### src/rtl/signature_compactor_pkg.sv
`default_nettype none
// ============================================================================
// Module   : signature_compactor_pkg
// Brief    : Shared types and constants for the signature compactor: FSM
//            state encoding, MISR feedback taps and the default seed.
// Revision : 1.0 - initial release
// ============================================================================
package signature_compactor_pkg;

   typedef enum logic [1:0] {
      ST_IDLE    = 2'd0,
      ST_WARMUP  = 2'd1,
      ST_COMPACT = 2'd2,
      ST_DONE    = 2'd3
   } state_t;

   // Feedback taps of the 32-bit MISR polynomial
   localparam int unsigned C_TAP_3 = 31;
   localparam int unsigned C_TAP_2 = 21;
   localparam int unsigned C_TAP_1 = 1;
   localparam int unsigned C_TAP_0 = 0;

   localparam logic [31:0] C_DEFAULT_SEED = 32'hFFFF_FFFF;

endpackage
`default_nettype wire

### src/rtl/signature_compactor_misr32_step.sv
`default_nettype none
// ============================================================================
// Module   : misr32_step
// Brief    : One combinational MISR update: shift left, insert the tap
//            feedback bit at bit 0, then XOR in the folded data word.
// Revision : 1.0 - initial release
// ============================================================================
module misr32_step
   import signature_compactor_pkg::*;
(
   input  logic [31:0] i_sig,
   input  logic [31:0] i_fold,
   output logic [31:0] o_next
);

   logic w_fb;

   assign w_fb   = i_sig[C_TAP_3] ^ i_sig[C_TAP_2] ^ i_sig[C_TAP_1] ^ i_sig[C_TAP_0];
   assign o_next = {i_sig[30:0], w_fb} ^ i_fold;

endmodule
`default_nettype wire

### src/rtl/signature_compactor.sv
`default_nettype none
// ============================================================================
// Module   : signature_compactor
// Brief    : Run-controlled MISR signature compactor. A start request loads
//            the seed, skips WARMUP_CYCLES of data, then folds data_in into
//            the signature for exactly RUN_CYCLES cycles and parks in DONE.
// Revision : 1.0 - initial release
// ============================================================================
module signature_compactor
   import signature_compactor_pkg::*;
#(
   parameter int unsigned DATA_WIDTH    = 128,
   parameter int unsigned WARMUP_CYCLES = 64,
   parameter int unsigned RUN_CYCLES    = 1024,
   parameter logic [31:0] SEED          = C_DEFAULT_SEED
) (
   input  logic                  clk,
   input  logic                  reset,
   input  logic                  start,
   input  logic [DATA_WIDTH-1:0] data_in,
   output logic [31:0]           signature,
   output logic                  busy,
   output logic                  done,
   output logic [15:0]           cycle_count
);

   localparam int unsigned C_SLICES      = DATA_WIDTH / 32;
   // Only compared while in the matching phase, so the WARMUP_CYCLES=0
   // wrap to 16'hFFFF is never observed.
   localparam logic [15:0] C_WARMUP_LAST = 16'(WARMUP_CYCLES - 1);
   localparam logic [15:0] C_RUN_LAST    = 16'(RUN_CYCLES - 1);
   localparam state_t      C_FIRST_STATE = (WARMUP_CYCLES == 0) ? ST_COMPACT : ST_WARMUP;

   state_t      r_state;
   state_t      w_state_next;
   logic [31:0] r_signature;
   logic [31:0] w_sig_next;
   logic [15:0] r_cnt;
   logic [15:0] w_cnt_next;
   logic [31:0] w_fold;
   logic [31:0] w_misr_next;
   logic [31:0] w_slice [C_SLICES];

   // Split data_in into its 32-bit slices
   generate
      for (genvar gi = 0; gi < int'(C_SLICES); gi++) begin : g_fold
         assign w_slice[gi] = data_in[gi*32 +: 32];
      end
   endgenerate

   // XOR all slices together into a single 32-bit fold word
   always_comb begin
      w_fold = '0;
      for (int i = 0; i < int'(C_SLICES); i++) begin
         w_fold = w_fold ^ w_slice[i];
      end
   end

   misr32_step u_misr (
      .i_sig  (r_signature),
      .i_fold (w_fold),
      .o_next (w_misr_next)
   );

   // Next-state, next-signature and next-count decode
   always_comb begin
      w_state_next = r_state;
      w_sig_next   = r_signature;
      w_cnt_next   = r_cnt;
      case (r_state)
         ST_IDLE, ST_DONE: begin
            if (start) begin
               w_state_next = C_FIRST_STATE;
               w_sig_next   = SEED;
               w_cnt_next   = '0;
            end
         end
         ST_WARMUP: begin
            if (r_cnt == C_WARMUP_LAST) begin
               w_state_next = ST_COMPACT;
               w_cnt_next   = '0;
            end else begin
               w_cnt_next = r_cnt + 16'd1;
            end
         end
         ST_COMPACT: begin
            w_sig_next = w_misr_next;
            // The last compacted position is held through DONE
            if (r_cnt == C_RUN_LAST) begin
               w_state_next = ST_DONE;
            end else begin
               w_cnt_next = r_cnt + 16'd1;
            end
         end
         default: begin
            w_state_next = ST_IDLE;
         end
      endcase
   end

   // State, signature and counter registers with synchronous reset
   always_ff @(posedge clk) begin
      if (reset) begin
         r_state     <= ST_IDLE;
         r_signature <= SEED;
         r_cnt       <= '0;
      end else begin
         r_state     <= w_state_next;
         r_signature <= w_sig_next;
         r_cnt       <= w_cnt_next;
      end
   end

   assign signature   = r_signature;
   assign cycle_count = r_cnt;
   assign busy        = (r_state == ST_WARMUP) || (r_state == ST_COMPACT);
   assign done        = (r_state == ST_DONE);

endmodule
`default_nettype wire

### config.mk
export PLATFORM = sky130hd
export DESIGN_NAME = signature_compactor
export DESIGN_NICKNAME = d
export VERILOG_FILES = /design/src/rtl/signature_compactor_pkg.sv /design/src/rtl/signature_compactor_misr32_step.sv /design/src/rtl/signature_compactor.sv
export SDC_FILE = /design/constraint.sdc
export NUM_CORES = 1
export LEC_CHECK = 0
export BUFFER_PORTS_ARGS = -buffer_cell sky130_fd_sc_hd__buf_4
export CORE_UTILIZATION = 43
export CTS_BUF_LIST = sky130_fd_sc_hd__clkbuf_2
export DETAILED_ROUTE_END_ITERATION = 7
export GPL_ROUTABILITY_DRIVEN = 0
export GPL_TIMING_DRIVEN = 1
export PLACE_DENSITY = 0.86
export SLEW_MARGIN = 20
export SYNTH_ARGS = -nofsm -noshare
export SYNTH_HDL_FRONTEND = slang
export SYNTH_SLANG_ARGS = --single-unit
### constraint.sdc
create_clock -name clk -period 2 [get_ports clk]
set_input_delay 0.3 -clock clk [delete_from_list [all_inputs] [get_ports clk]]
set_output_delay 0.3 -clock clk [all_outputs]
set_load 0.01 [all_outputs]
==> results.cfg <==
[timing]
tightest_slew_ns = 0.5767
slew_headroom_pct = 61.38
post-route-period-util_pct = 97.02
whs_ns = 0.2794
finalHoldViolations = 0
max_freq_mhz = 515.4
report.final.slew_viol_count = 0
layout_min_cycle_time_ns = 1.940
rsz0062_at_grt = false
fin_setup_tns_ns = 0
skew_ns = 0.01953
finalSetupViolCount = 0

[layout]
multi_input_area_um2 = 2405
nets = 711
layout.area.seq_um2 = 1006
finalInstanceArea_um2 = 5122
drive_gt1_share_pct = 43.58
syn_to_final_growth_pct = 45.95
nFillCells = 633
postLayoutCoreUtil_pct = 65.61
num_antenna_cells = 0

[routing]
drtIter0Drc = 86
dr.pass1.iters = 6
totalWireLength_um = 9364
wl_per_cell_um = 13.81
vias = 3380
vias_per_cell = 4.985
ant_nets = 0
remaining_drc_errors = 0

[logic_synthesis]
synth_commonest_cells = 110 x xnor2_1, 50 x dfxtp_1, 46 x nor2_1
synth_area_leaders = dfxtp_1 29%, xnor2_1 27%, xor2_1 8.0%
synthArstFlopShare_pct = 0
ys_seq_elements = 50
yosysTopAreaCellShare_pct = 28.52
synth_edf_count = 0
syn_area_per_cell_um2 = 8.908
synth_seq_area_share_pct = 28.52
synth_top_area_cell = dfxtp_1
synth_cells = 394
yosys_warnings = 0
netlist_area_um2 = 3510
ys_types = 46
synthFlopType = dfxtp_1
syn_nets = 530
yosysMostFrequentCell = xnor2_1

[worst_hold_path]
min_path_cells = 2
hold_path.class = primary input to flip-flop
hold_start = reset
holdPathEnd = r_state[0]

[pwr]
p_leak_nw = 2.091
powerDensity_nw_per_um2 = 792.5
ir_drop_mv = 0.5484
power_mw = 4.060

[clock_tree]
numCtsBuffers = 5
cts_buffer_depth = 2
cts_root_buffer = clkbuf_2
cts.sinks = 50
cts_tree = yes
clk_pin_slew_worst_paths_ns = 0.27
clk_latency_ns = 0.42
cts_max_level = 2

[placement]
dp_hpwl_um = 7130
placed_cell_area_um2 = 4997
port_buffers = 180

[worst_setup_path]
startpoint_type = flip-flop
crit_slowest_cell = dfxtp_4
crit_path_frequent_cell = and3_1
r2r_end = cycle_count[1]
cp-end-kind = flip-flop
r2r_start = cycle_count[0]
cp_max_fo = 8
path_cells = ha_1 -> and3_1 -> and3_1 -> a311o_2 -> buf_4 -> o32ai_1
worstSetupPathType = flip-flop to flip-flop
required_ns = 2.34
slowest_delay_ns = 0.41
r2r_cells = 6
arrival_ns = 2.29
rrSetupSlack_ns = 0.06

[global_route]
gr-usage-all-layers_pct = 20.68
grt_start_max_net_pins = 39
grt_pass1_vias = 3231
grt-ovfl-total = 0
antenna_found_initial = 0
grt_pass1_wl_um = 14410

[status]
outcome = completed

[floorplanning]
die_area_um2 = 8528
core_area_um2 = 7807
rows = 32
die_w_um = 92.35
initial_core_util_pct = 44.95
io_pins = 181
die_y_um = 92.35

[run]
drv_cap = 0
-- what timing repair did --
| action | 4_1_cts | 5_1_grt |
|---|---|---|
| setup buffers | 0 | 4 |
| pin swaps | 0 | 2 |
| gates resized for setup | 1 | 5 |
| endpoints found under the setup margin | 14 | 15 |
| hold buffers | 0 | 0 |
-- cells by family after synthesis --
group / after synthesis / share of synthesized area [%]
and+or+nand+nor: 121 / 20.21
DFF: 50 / 28.52
adders and majority gates: 5 / 1.783
AOI/OAI and AO/OA: 50 / 10.59
xor gates and xnor gates: 142 / 35.44
buffers and inverters: 26 / 3.458
-- routing by layer --
metal  global-route usage [%]  vias up  share of wire [%]
li1                         -     1679                  -
met1                    23.52     1535                 40
met2                    39.38      151                 52
met3                    3.777       15                7.1
met4                    4.948        0                1.3
met5                        0        -                  0
-- where the power goes --
| group | leakage (nW) | internal, mW | switching, mW |
|---|---|---|---|
| sequential | 0.407 | 1.10 | 0.0895 |
| combinational | 1.64 | 1.13 | 1.19 |
| clock | 0.0392 | 0.216 | 0.331 |
| total | 2.09 | 2.45 | 1.61 |
-- cells in the final DEF, fill, tap and decap left out, types with 2 or more instances in the layout --
cell type  synthesis  layout
inv_1              6       6
nand4_1            2       2
nor4b_2            1       2
a21o_1             3       3
nor3b_1            2       2
xnor2_1          110     110
nor2_1            46      46
a211oi_1           2       2
a31oi_1           31      31
nor4_4             2       2
nor4b_1            4       3
nand3_1            3       3
clkbuf_2           1       6
nor3_1             4       4
nand2_1            7       7
buf_12             0       3
and4_1             2       2
and3_1             7       7
xor2_1            32      32
or2_2             31      31
nor4_1             2       2
ha_1               5       5
o31ai_1            2       2
dfxtp_1           50      48
buf_4              0     191
-- sequential cells by signal (all words and copies together), names as in the netlist --
name,flops
cycle_count,16
signature,32
r_state,2
-- worst max path at each step --
stage / start / to / slack [ns] / cells after the start
floorplan: r_state[0] / cycle_count[12] / 0.14 / 8
global placement: r_state[0] / cycle_count[9] / 0.01 / 7
detailed placement: r_state[0] / cycle_count[9] / -0.09 / 7
CTS: cycle_count[0] / cycle_count[9] / 0.02 / 6
global route: cycle_count[6] / r_state[1] / 0.01 / 5
finish: cycle_count[0] / cycle_count[1] / 0.06 / 6
-- stage by stage --
| step | instances | setup slack [ns] |
|---|---|---|
| 3_3_place_gp | 666 | 0.01310 |
| 2_1_floorplan | 394 | 0.1382 |
| 4_1_cts | 674 | 0.02048 |
| 6_report | 678 | 0.05958 |
| 5_1_grt | 678 | 0.01231 |
| 3_5_place_dp | 666 | -0.09074 |
-- critical path: cells and delay by family (launching register included) --
kind / cells / cell delay, ns
compound gates: 2 / 0.66
fa+ha+maj: 1 / 0.23
buf+inv: 1 / 0.17
flops: 1 / 0.41
simple gates: 2 / 0.40
-- area by class of cell --
type,instances,area share [%]
multi-input combinational,318,46.95
timing repair buffer,194,29.16
sequential,50,19.64
tap,102,2.491
clock inverter,2,0.7328
clock buffer,6,0.5862
inverter,6,0.4397
Power figures use the tool's default switching activity.
